[config.mk]
export PLATFORM = sky130hd
export DESIGN_NAME = demux_1x2_stream
export DESIGN_NICKNAME = d
export VERILOG_FILES = /design/src/rtl/demux_pkg.sv /design/src/rtl/stream_reg_slice.sv /design/src/rtl/demux_1x2_stream.sv
export SDC_FILE = /design/constraint.sdc
export NUM_CORES = 1
export LEC_CHECK = 0
export BUFFER_PORTS_ARGS = -buffer_cell sky130_fd_sc_hd__buf_4
export CORE_AREA = 2 2 39 41
export CTS_CLUSTER_SIZE = 16
export DETAILED_ROUTE_END_ITERATION = 7
export DIE_AREA = 0 0 41 43
export GPL_ROUTABILITY_DRIVEN = 0
export HOLD_SLACK_MARGIN = 0.02
export PLACE_DENSITY = 0.76
export SETUP_SLACK_MARGIN = 0.15
export SLEW_MARGIN = 20
export SYNTH_ARGS = -nofsm -noshare
export SYNTH_HDL_FRONTEND = slang
export SYNTH_SLANG_ARGS = --single-unit
[constraint.sdc]
create_clock -name clk -period 3.1 [get_ports clk]
set_input_delay 0.465 -clock clk [delete_from_list [all_inputs] [get_ports clk]]
set_output_delay 0.465 -clock clk [all_outputs]
set_load 0.02 [all_outputs]
[src/rtl/demux_pkg.sv]
// Shared types and constants for the 1-to-2 stream demultiplexer.
package demux_pkg;

  // Packet-routing FSM: IDLE picks the destination per beat, ROUTE holds it locked.
  typedef enum logic {
    IDLE  = 1'b0,
    ROUTE = 1'b1
  } demux_state_t;

  localparam logic SEL_M0 = 1'b0;
  localparam logic SEL_M1 = 1'b1;

endpackage : demux_pkg

[src/rtl/stream_reg_slice.sv]
// One-entry registered stream stage: loads on request, drains on downstream ready.
module stream_reg_slice #(
  parameter int unsigned N = 4
) (
  input  logic         clk,
  input  logic         rst,
  input  logic [N-1:0] data_i,
  input  logic         last_i,
  input  logic         load_i,
  output logic         can_load_c_o,
  output logic [N-1:0] data_o,
  output logic         last_o,
  output logic         valid_o,
  input  logic         ready_i
);

  logic [N-1:0] data_q, data_d;
  logic         last_q, last_d;
  logic         valid_q, valid_d;

  // Room for a new beat when empty or when the held beat leaves this cycle.
  assign can_load_c_o = !valid_q || ready_i;

  // Next-entry selection: a load wins over a drain and keeps the stage full.
  always_comb begin
    data_d  = data_q;
    last_d  = last_q;
    valid_d = valid_q;
    if (load_i) begin
      data_d  = data_i;
      last_d  = last_i;
      valid_d = 1'b1;
    end else if (valid_q && ready_i) begin
      valid_d = 1'b0;
    end
  end

  // Entry registers, cleared asynchronously.
  always_ff @(posedge clk or posedge rst) begin
    if (rst) begin
      data_q  <= '0;
      last_q  <= 1'b0;
      valid_q <= 1'b0;
    end else begin
      data_q  <= data_d;
      last_q  <= last_d;
      valid_q <= valid_d;
    end
  end

  assign data_o  = data_q;
  assign last_o  = last_q;
  assign valid_o = valid_q;

endmodule : stream_reg_slice

[src/rtl/demux_1x2_stream.sv]
// 1-to-2 stream demultiplexer; the destination is locked for the whole packet.
module demux_1x2_stream
  import demux_pkg::*;
#(
  parameter int unsigned N = 4
) (
  input  logic         clk,
  input  logic         rst,
  input  logic [N-1:0] s_data,
  input  logic         s_sel,
  input  logic         s_last,
  input  logic         s_valid,
  output logic         s_ready,
  output logic [N-1:0] m0_data,
  output logic         m0_last,
  output logic         m0_valid,
  input  logic         m0_ready,
  output logic [N-1:0] m1_data,
  output logic         m1_last,
  output logic         m1_valid,
  input  logic         m1_ready,
  output logic         busy,
  output logic         cur_sel
);

  demux_state_t state_q, state_d;
  logic         cur_sel_q, cur_sel_d;
  logic         dest_c;
  logic         m0_can_load_c, m1_can_load_c;
  logic         accept_c;
  logic         load0_c, load1_c;

  // Destination: live s_sel on a packet's first beat, the locked select afterwards.
  assign dest_c = (state_q == ROUTE) ? cur_sel_q : s_sel;

  // Input ready follows the destination stage only; held low throughout reset.
  assign s_ready  = !rst && ((dest_c == SEL_M1) ? m1_can_load_c : m0_can_load_c);
  assign accept_c = s_valid && s_ready;
  assign load0_c  = accept_c && (dest_c == SEL_M0);
  assign load1_c  = accept_c && (dest_c == SEL_M1);

  // Packet tracking: a non-last first beat locks the select until the last beat.
  always_comb begin
    state_d   = state_q;
    cur_sel_d = cur_sel_q;
    unique case (state_q)
      IDLE: begin
        if (accept_c && !s_last) begin
          state_d   = ROUTE;
          cur_sel_d = s_sel;
        end
      end
      ROUTE: begin
        if (accept_c && s_last) begin
          state_d = IDLE;
        end
      end
      default: state_d = IDLE;
    endcase
  end

  // FSM state and locked select registers.
  always_ff @(posedge clk or posedge rst) begin
    if (rst) begin
      state_q   <= IDLE;
      cur_sel_q <= SEL_M0;
    end else begin
      state_q   <= state_d;
      cur_sel_q <= cur_sel_d;
    end
  end

  assign busy    = (state_q == ROUTE);
  assign cur_sel = cur_sel_q;

  stream_reg_slice #(.N(N)) u_slice_m0 (
    .clk          (clk),
    .rst          (rst),
    .data_i       (s_data),
    .last_i       (s_last),
    .load_i       (load0_c),
    .can_load_c_o (m0_can_load_c),
    .data_o       (m0_data),
    .last_o       (m0_last),
    .valid_o      (m0_valid),
    .ready_i      (m0_ready)
  );

  stream_reg_slice #(.N(N)) u_slice_m1 (
    .clk          (clk),
    .rst          (rst),
    .data_i       (s_data),
    .last_i       (s_last),
    .load_i       (load1_c),
    .can_load_c_o (m1_can_load_c),
    .data_o       (m1_data),
    .last_o       (m1_last),
    .valid_o      (m1_valid),
    .ready_i      (m1_ready)
  );

endmodule : demux_1x2_stream

# --- After elaboration in Yosys (flattened, before gate mapping) ---
# Cells that the tools add are included.
classes:
  n_mux: 9
  reduce_logical: 17
  n_bitwise: 2
ops:
  columns: ["operator", "count"]
  rows:
  - ["1-bit logical AND", 8]
  - ["1-bit 2-to-1 mux", 8]
  - ["1-bit zero test", 4]
  - ["2-bit nonzero test", 2]
  - ["1-bit logical OR", 2]
  - ["1-bit inverter", 2]
  - ["1-bit case mux with 2 select lines", 1]
  - ["2-bit AND reduction", 1]
word_totals:
  word_cells: 36
  out_inout_bits: 15
  register_bits: 14
  in_bits: 11

# --- Logic depth before layout (Yosys ltp) ---
# Gate-level depths: netlist (run 1).
logic_depth:
  depth_word: 8
  ltp_mapped: 4
  depth_no_buf: 4

# --- By module ---
# From an unflattened synthesis (run 1), not the netlist that was laid out.
hier_totals:
  hier_cells: 47
  area_unflattened_um2: 673.1
by_module_without_submodules:
  columns: ["mod", "n_inst", "cells_per_inst", "seq_area_each_um2", "area_per_inst_um2"]
  rows:
  - ["stream_reg_slice", 2, 15, 150.1, 255.2]
  - ["demux_1x2_stream", 1, 17, 50.0, 162.7]

# --- Least setup slack after synthesis (run 1) ---
# No wires, ideal clock.
synth_timing:
  path_kind: "register -> output"
  startpoint: "register with a tool-made name"
  endpoint: "output s_ready"
  slack_ps: 1325
  stages_incl_launch_ff: 4
  t_required_ps: 2635
  path_buffers: 0
  t_arrival_ps: 1310
  path_cell_list: "dfrtp_1 > mux2i_2 > a21oi_1 > nor2_1"
synth_lines:
  columns: ["item", "line", "text"]
  rows:
  - ["end, declared", "demux_1x2_stream.sv:13", "output logic s_ready,"]

==> impl_metrics.py, run 1 <==
metrics = {
    "synthesis": {
        "synthCells": 45,
        "ys_seq_elements": 14,
        "synth_fp_nets": 56,
        "syn_area_um2": 596.8,
        "synth_area_leaders": "dfrtp_1 59%, mux2_2 19%, nor3_4 2.7%",
        "synth_top_area_share_pct": 58.70,
        "ys_async_sr_fraction_pct": 100.0,
        "synth_edf_count": 0,
        "synth.avg_cell_area_um2": 13.26,
        "synthTopCellsByCount": "14 x dfrtp_1, 10 x mux2_2, 3 x nor2_1",
        "yosys_warnings": 0,
        "synth.most_common_cell": "dfrtp_1",
        "seq_area_frac_synth_pct": 58.70,
        "ys.flop_type": "dfrtp_1",
        "yosys.area.top_type": "dfrtp_1",
        "yosysUniqueCellTypes": 16,
    },
    "timing": {
        "rsz0062_at_grt": "no",
        "timing.final.max_slew_violations": 0,
        "max_freq_ghz": 0.4987,
        "finalCriticalPeriod_ns": 2.005,
        "fin_setup_tns_ns": 0,
        "hold_violations": 0,
        "max_slew_margin_pct": 66.31,
        "finalCritPeriodShare_pct": 64.68,
        "tightestPinTransition_ns": 0.5048,
        "setup_viol_count_final": 0,
        "finClkSkew_ns": 0.0006783,
    },
    "detailed_routing": {
        "firstDrtPassIters": 1,
        "routed_via_density": 4.856,
        "drc": 0,
        "wl_met3_um": 70,
        "ant_nets": 0,
        "drt_iter0_markers": 0,
        "wl_mm": 1.142,
        "wire_per_inst_um": 12.69,
        "wl_met1_um": 469,
        "dr.max_layer_used": "met4",
        "dr_wl_met2_um": 595,
        "num_vias": 437,
    },
    "finish": {
        "final_nets": 86,
        "fillers": 125,
        "layout-drive-gt1-share_pct": 58.11,
        "diodes": 0,
        "area_delta_synth_final_pct": 40.88,
    },
    "power_and_ir_drop": {
        "power_frac_clock_pct": 16.1,
        "fin_total_pwr_uw": 787.4,
        "power.share.switching_pct": 35.92,
        "power_frac_seq_pct": 38.5,
        "p_leak_nw": 0.4112,
        "p_per_area_nw_per_um2": 936.4,
        "intPower_uw": 504.5,
        "p_comb_share_pct": 45.4,
        "max-vdd-ir-drop_mv": 0.4615,
        "switching_power_uw": 282.8,
    },
    "setup_path": {
        "max_stage_delay_ns": 0.43,
        "cp.arrival_ns": 1.54,
        "critPathRequiredTime_ns": 2.63,
        "r2r_setup_slack_ns": 1.56,
        "endpoint_kind": "output port",
        "cp_cell_sequence": "mux2i_2 -> nor2_1 -> a21oi_1 -> nor2_1 -> buf_4",
        "crit_slowest_cell": "dfrtp_1",
        "reg2regPathDepth": 3,
        "cp_max_fo": 5,
        "cpMostUsedCell": "nor2_1",
        "r2r_end": "u_slice_m1.data_o[0]$_DFFE_PP0P_",
        "startpoint_type": "register",
        "criticalPathCategory": "reg -> out",
    },
    "grt": {
        "grt_pass1_vias": 440,
        "grt_usage_pct": 16.32,
        "antenna_found_initial": 0,
        "overflow": 0,
        "grt_pass1_wl_mm": 1.856,
        "grt_max_degree": 15,
    },
    "clock_network": {
        "postCtsHoldBufs": 0,
        "clk_latency_ns": 0.27,
        "cts_made_buffers": 3,
        "cts_resized": 0,
        "post-cts-setup-buffers": 0,
        "clk_pin_slew_ns": 0.08,
        "clk_path_buf_depth": 2,
        "htree_num_levels": 1,
        "root_buffer": "clkbuf_4",
        "clkSinkCount": 14,
        "cts_tree": "built",
    },
    "die": {
        "row_count": 14,
        "dieArea_um2": 1763,
        "core_um2": 1384,
        "io_pins": 26,
        "start_util_pct": 43.13,
        "die_x_um": 41,
        "die_h_um": 43,
    },
    "placement": {
        "port_buffers": 25,
        "dp_hpwl_um": 889.9,
    },
    "run_status": {
        "outcome": "finished, final reports clean",
    },
    "hold_path": {
        "hold_class": "in -> async",
    },
    "flow_run": {
        "cap_violations": 0,
    },
}
[registers in the layout, summed over array words and instances (netlist names), named ones only]
name	count
u_slice_m0.last_o	1
u_slice_m1.data_o	4
u_slice_m1.valid_o	1
u_slice_m1.last_o	1
cur_sel	1
u_slice_m0.data_o	4
u_slice_m0.valid_o	1
[kinds of logic after synthesis]
logic type      count (synthesis)  share of synthesized area [%]
simple gates                   13                          13.21
mux                            12                          22.85
buf+inv                         2                          1.258
flops                          14                          58.70
compound gates                  4                          3.983
[stage by stage]
step / worst slack (ns) / instances / hold slack (ns) / instance area [µm²] / util, %
final: 1.095 / 90 / 0.2272 / 840.8 / 60.76
after global routing: 0.9986 / 90 / 0.2883 / 840.8 / 60.76
after CTS: 1.087 / 90 / 0.2422 / 840.8 / 60.76
after detailed placement: 1.325 / 86 / 0.4979 / 804.5 / 58.14
after global placement: 1.334 / 86 / 0.4897 / 804.5 / 58.14
after floorplan: 1.325 / 45 / 0.3542 / 596.8 / -
[cells in the final DEF, fill, tap and decap left out, drive strengths merged]
cell type	netlist	layout
a21oi	2	2
mux2i	2	2
nor2b	2	2
o21ai	1	1
nor3	1	1
inv	2	2
nor4	1	1
clkbuf	0	4
mux2	10	10
nand2b	2	2
or2	1	1
nand2	3	3
nor2	3	3
dfrtp	14	14
buf	0	25
o41ai	1	1
[power groups by stage]
stage               Clock (mW)  Combinational [mW]  Sequential [mW]
floorplan                    0               0.113            0.396
global placement             0               0.354            0.302
detailed placement           0               0.360            0.307
CTS                      0.134               0.361            0.303
global route             0.141               0.377            0.312
finish                   0.127               0.357            0.303
[cell type report]
type,instances,area (µm²),area share [%]
flip-flops and latches,14,350.3,41.67
multi-input cells,29,239.0,28.42
repair buffers,25,187.7,22.32
clock buffers,4,36.28,4.315
well taps,16,20.02,2.381
inverters,2,7.507,0.8929
[worst max-delay path by stage]
stage	from	end	slack [ns]
after floorplan	register	s_ready	1.32
after global placement	s_sel	s_ready	1.33
after detailed placement	s_sel	s_ready	1.32
after CTS	register	s_ready	1.09
after global routing	register	s_ready	1.0
final	register	s_ready	1.09
[worst max-delay path, delay by kind of cell, from the launching register on]
kind	cells	cell delay [ns]
AOI/OAI and AO/OA	1	0.12
buffers and inverters	1	0.15
DFF	1	0.43
muxes	1	0.42
and+or+nand+nor	2	0.14
[layer usage]
| layer | GRT usage (%) | up-vias |
|---|---|---|
| met5 | 0 | - |
| met4 | 12.00 | 0 |
| met3 | 4.188 | 2 |
| met2 | 24.06 | 14 |
| met1 | 19.43 | 207 |
| li1 | - | 214 |
(Power assumes the default switching activity.)
==> run 2: changes to the inputs <==
Settings changed: CORE_AREA 2 2 39 41 to not set, CORE_MARGIN set to 2, CORE_UTILIZATION set to 39, DIE_AREA 0 0 41 43 to not set, PLACE_DENSITY 0.76 to 0.7.
Clock period 3.1 ns to 1.6 ns, I/O delays scaled along.
==> impl_metrics.py, run 2 (same netlist as run 1, synthesis figures left out) <==
metrics = {
    "grt": {
        "overflow": 0,
        "grt_usage_pct": 14.82,
        "antenna_found_initial": 0,
        "grt_pass1_vias": 462,
        "grt_pass1_wl_mm": 2.028,
        "grt_max_degree": 15,
    },
    "clock_network": {
        "clk_path_buf_depth": 2,
        "root_buffer": "clkbuf_4",
        "cts_tree": "built",
        "cts_made_buffers": 3,
        "clkSinkCount": 14,
        "clk_pin_slew_ns": 0.08,
        "clk_latency_ns": 0.27,
        "htree_num_levels": 1,
    },
    "setup_path": {
        "endpoint_kind": "output port",
        "criticalPathCategory": "reg -> out",
        "r2r_setup_slack_ns": 0.07,
        "startpoint_type": "register",
        "cp.arrival_ns": 1.31,
        "critPathRequiredTime_ns": 1.36,
        "cp_max_fo": 3,
        "endpoint": "s_ready",
        "reg2regPathDepth": 5,
        "r2r_end": "u_slice_m1.data_o[0]$_DFFE_PP0P_",
    },
    "finish": {
        "layout-drive-gt1-share_pct": 64.10,
        "fillers": 137,
        "instances_no_fill": 94,
        "final_nets": 90,
        "layout_common_cells": "26 x buf_4, 13 x dfrtp_1, 10 x mux2_2",
        "area_delta_synth_final_pct": 51.15,
        "diodes": 0,
        "layout_commonest_cell": "buf_4",
    },
    "timing": {
        "finClkSkew_ns": 0.002105,
        "timing.final.max_slew_violations": 0,
        "rsz0062_at_grt": "yes",
        "finalCritPeriodShare_pct": 96.61,
        "finalCriticalPeriod_ns": 1.546,
        "fin_setup_tns_ns": 0,
        "max_freq_ghz": 0.6469,
        "setup_viol_count_final": 0,
        "tightestPinTransition_ns": 0.5307,
        "hold_violations": 0,
        "max_slew_margin_pct": 64.58,
    },
    "power_and_ir_drop": {
        "fin_total_pwr_mw": 1.601,
        "max-vdd-ir-drop_mv": 0.8618,
        "p_per_area_nw_per_um2": 1775,
        "p_leak_nw": 0.4448,
    },
    "die": {
        "die_h_um": 43.12,
        "row_count": 14,
        "start_util_pct": 40.56,
        "io_pins": 26,
        "die_x_um": 43.12,
        "dieArea_um2": 1859,
        "core_um2": 1471,
    },
    "detailed_routing": {
        "wire_per_inst_um": 12.71,
        "wl_mm": 1.195,
        "drt_iter0_markers": 3,
        "drc": 0,
        "routed_via_density": 5.043,
        "ant_nets": 0,
        "num_vias": 474,
        "firstDrtPassIters": 3,
    },
    "hold_path": {
        "hold_class": "in -> async",
    },
    "run_status": {
        "outcome": "finished, final reports clean",
    },
    "placement": {
        "dp.cells": 86,
        "port_buffers": 25,
        "dp_hpwl_um": 891.3,
    },
    "flow_run": {
        "cap_violations": 0,
    },
}
run 2: what timing repair did:
action	4_1_cts	5_1_grt
hold buffers	0	0
gates cloned	0	0
gates resized for setup	5	1
setup endpoints to repair	11	9
pin swaps	2	0
setup buffers	4	0
run 2: layout make-up:
class / count / area (µm²) / area share, %
tap: 16 / 20.02 / 2.219
inverter: 2 / 7.507 / 0.8322
clock buffer: 4 / 36.28 / 4.022
multi-input combinational: 29 / 257.7 / 28.57
timing repair buffer: 29 / 229.0 / 25.38
sequential: 14 / 351.6 / 38.97
run 2: critical path: stages, from the launching register on:
cell     delay, ns
dfrtp_2       0.40
mux2i_4       0.25
nor2_1        0.06
a21oi_1       0.16
nor2_2        0.05
buf_6         0.12
run 2: layer usage:
layer  up-vias  GRT usage [%]  wire length [µm]
li1        224              -                 -
met1       222          19.61               527
met2        24          21.19               548
met3         4          3.404                95
met4         0          10.30                23
met5         -              0                 0
run 2: per-stage QoR:
step	worst slack, ns	instance area (µm²)	util, %	hold slack, ns
finish	0.05425	902.1	61.31	0.01794
floorplan	0.1483	600.6	-	0.1292
global route	-0.01129	902.1	61.31	0.04425
CTS	0.04233	897.1	60.97	0.03440
global placement	0.1361	808.3	54.93	0.3350
detailed placement	0.08748	808.3	54.93	0.3410
run 2: how the worst min path moves through the flow:
stage,slack (ns),endpoint,depth (start not counted),startpoint
2_1_floorplan,0.13,cur_sel$_DFFE_PP0P_,1,rst
3_3_place_gp,0.34,cur_sel$_DFFE_PP0P_,2,rst
3_5_place_dp,0.34,u_slice_m0.valid_o$_DFFE_PP0P_,2,rst
4_1_cts,0.03,cur_sel$_DFFE_PP0P_,2,rst
5_1_grt,0.04,cur_sel$_DFFE_PP0P_,2,rst
6_report,0.02,u_slice_m0.last_o$_DFFE_PP0P_,2,rst
run 2: power by group:
part / switching [mW] / internal [mW]
Clock: 0.108 / 0.138
Combinational: 0.375 / 0.395
Sequential: 0.0840 / 0.500
Total: 0.567 / 1.03
==> run 3: changes to the inputs <==
Settings changed: CORE_MARGIN 2 to 3.
==> impl_metrics.py, run 3 (same netlist as run 1, synthesis figures left out) <==
metrics = {
    "run_status": {
        "outcome": "finished, final reports clean",
    },
    "finish": {
        "layout-drive-gt1-share_pct": 65.82,
        "layout_commonest_cell": "buf_4",
        "final_nets": 91,
        "fin_util_pct": 66.76,
        "diodes": 0,
        "area_delta_synth_final_pct": 52.83,
        "layout_common_cells": "27 x buf_4, 13 x dfrtp_1, 10 x mux2_2",
        "final_area_um2": 912.1,
    },
    "setup_path": {
        "cp.arrival_ns": 1.31,
        "cp_max_fo": 3,
        "r2r_setup_slack_ns": 0.06,
        "critPathRequiredTime_ns": 1.36,
        "endpoint_kind": "output port",
        "r2r_end": "u_slice_m1.last_o$_DFFE_PP0P_",
        "startpoint_type": "register",
        "criticalPathCategory": "reg -> out",
        "reg2regPathDepth": 5,
    },
    "power_and_ir_drop": {
        "fin_total_pwr_mw": 1.623,
        "max-vdd-ir-drop_mv": 1.002,
        "p_per_area_nw_per_um2": 1780,
        "p_leak_nw": 0.4502,
    },
    "timing": {
        "max_slew_margin_pct": 64.61,
        "finClkSkew_ns": 0.0004440,
        "hold_violations": 0,
        "max_freq_ghz": 0.6439,
        "rsz0062_at_grt": "yes",
        "fin_setup_tns_ns": 0,
        "finalCriticalPeriod_ns": 1.553,
        "setup_viol_count_final": 0,
        "tightestPinTransition_ns": 0.5302,
        "finalCritPeriodShare_pct": 97.06,
        "timing.final.max_slew_violations": 0,
    },
    "die": {
        "dieArea_um2": 2036,
        "die_x_um": 45.12,
        "start_util_pct": 43.68,
        "die_h_um": 45.12,
        "row_count": 13,
        "io_pins": 26,
        "core_um2": 1366,
    },
    "grt": {
        "grt_pass1_wl_mm": 1.904,
        "grt_pass1_vias": 416,
        "grt_usage_pct": 13.47,
        "grt_max_degree": 15,
        "overflow": 0,
        "antenna_found_initial": 0,
    },
    "flow_run": {
        "cap_violations": 0,
    },
    "detailed_routing": {
        "drt_iter0_markers": 5,
        "firstDrtPassIters": 2,
        "num_vias": 453,
        "wire_per_inst_um": 12.81,
        "routed_via_density": 4.819,
        "drc": 0,
        "wl_mm": 1.204,
        "ant_nets": 0,
    },
    "placement": {
        "post_dp_cell_area_um2": 807.0,
        "dp_hpwl_um": 838.7,
        "port_buffers": 25,
    },
    "hold_path": {
        "hold_class": "in -> async",
    },
    "clock_network": {
        "cts_made_buffers": 3,
        "clk_path_buf_depth": 2,
        "cts_tree": "built",
        "htree_num_levels": 1,
        "clkSinkCount": 14,
        "root_buffer": "clkbuf_4",
        "postCtsHoldBufs": 0,
        "clk_pin_slew_ns": 0.08,
        "clk_latency_ns": 0.27,
    },
}
run 3: final cells by class:
| cell class | count | area (µm²) |
|---|---|---|
| clock buffer | 4 | 36.28 |
| fill | 119 | 454.2 |
| inverter | 2 | 7.507 |
| multi-input combinational | 29 | 261.5 |
| sequential | 14 | 351.6 |
| tap | 15 | 18.77 |
| timing repair buffer | 30 | 236.5 |
run 3: report_power, final:
part           internal, mW  switching [mW]
combinational         0.412           0.385
sequential            0.500          0.0834
clock                 0.138           0.106
run 3: how the worst max path moves through the flow:
| stage | start | end |
|---|---|---|
| 2_1_floorplan | register | u_slice_m1.data_o[0]$_DFFE_PP0P_ |
| 3_3_place_gp | register | u_slice_m1.data_o[2]$_DFFE_PP0P_ |
| 3_5_place_dp | register | u_slice_m1.data_o[2]$_DFFE_PP0P_ |
| 4_1_cts | register | s_ready |
| 5_1_grt | register | s_ready |
| 6_report | register | s_ready |
run 3: per-layer routing:
layer / up-vias / wire length (µm) / track usage [%]
met5: - / 0 / 0
met4: 0 / 0 / 5.263
met3: 0 / 114 / 3.984
met2: 20 / 576 / 21.47
met1: 207 / 513 / 17.09
li1: 226 / - / -
run 3: critical path, cell delays in order, from the launching register on:
cell	delay [ns]
dfrtp_2	0.41
mux2i_4	0.25
nor2_1	0.06
a21oi_1	0.15
nor2_2	0.05
buf_6	0.12
run 3: through the flow:
step	hold WS (ns)	worst slack (ns)	instances
4_1_cts	0.03116	0.05694	93
6_report	0.02170	0.04703	94
2_1_floorplan	0.1292	0.1483	45
5_1_grt	0.04138	-0.02886	94
3_3_place_gp	0.3342	0.1377	85
3_5_place_dp	0.3327	0.1007	85
run 3: what timing repair did:
action	4_1_cts	5_1_grt
resized for setup	5	2
setup buffers	4	1
endpoints found under the setup margin	6	10
pin swaps	2	0
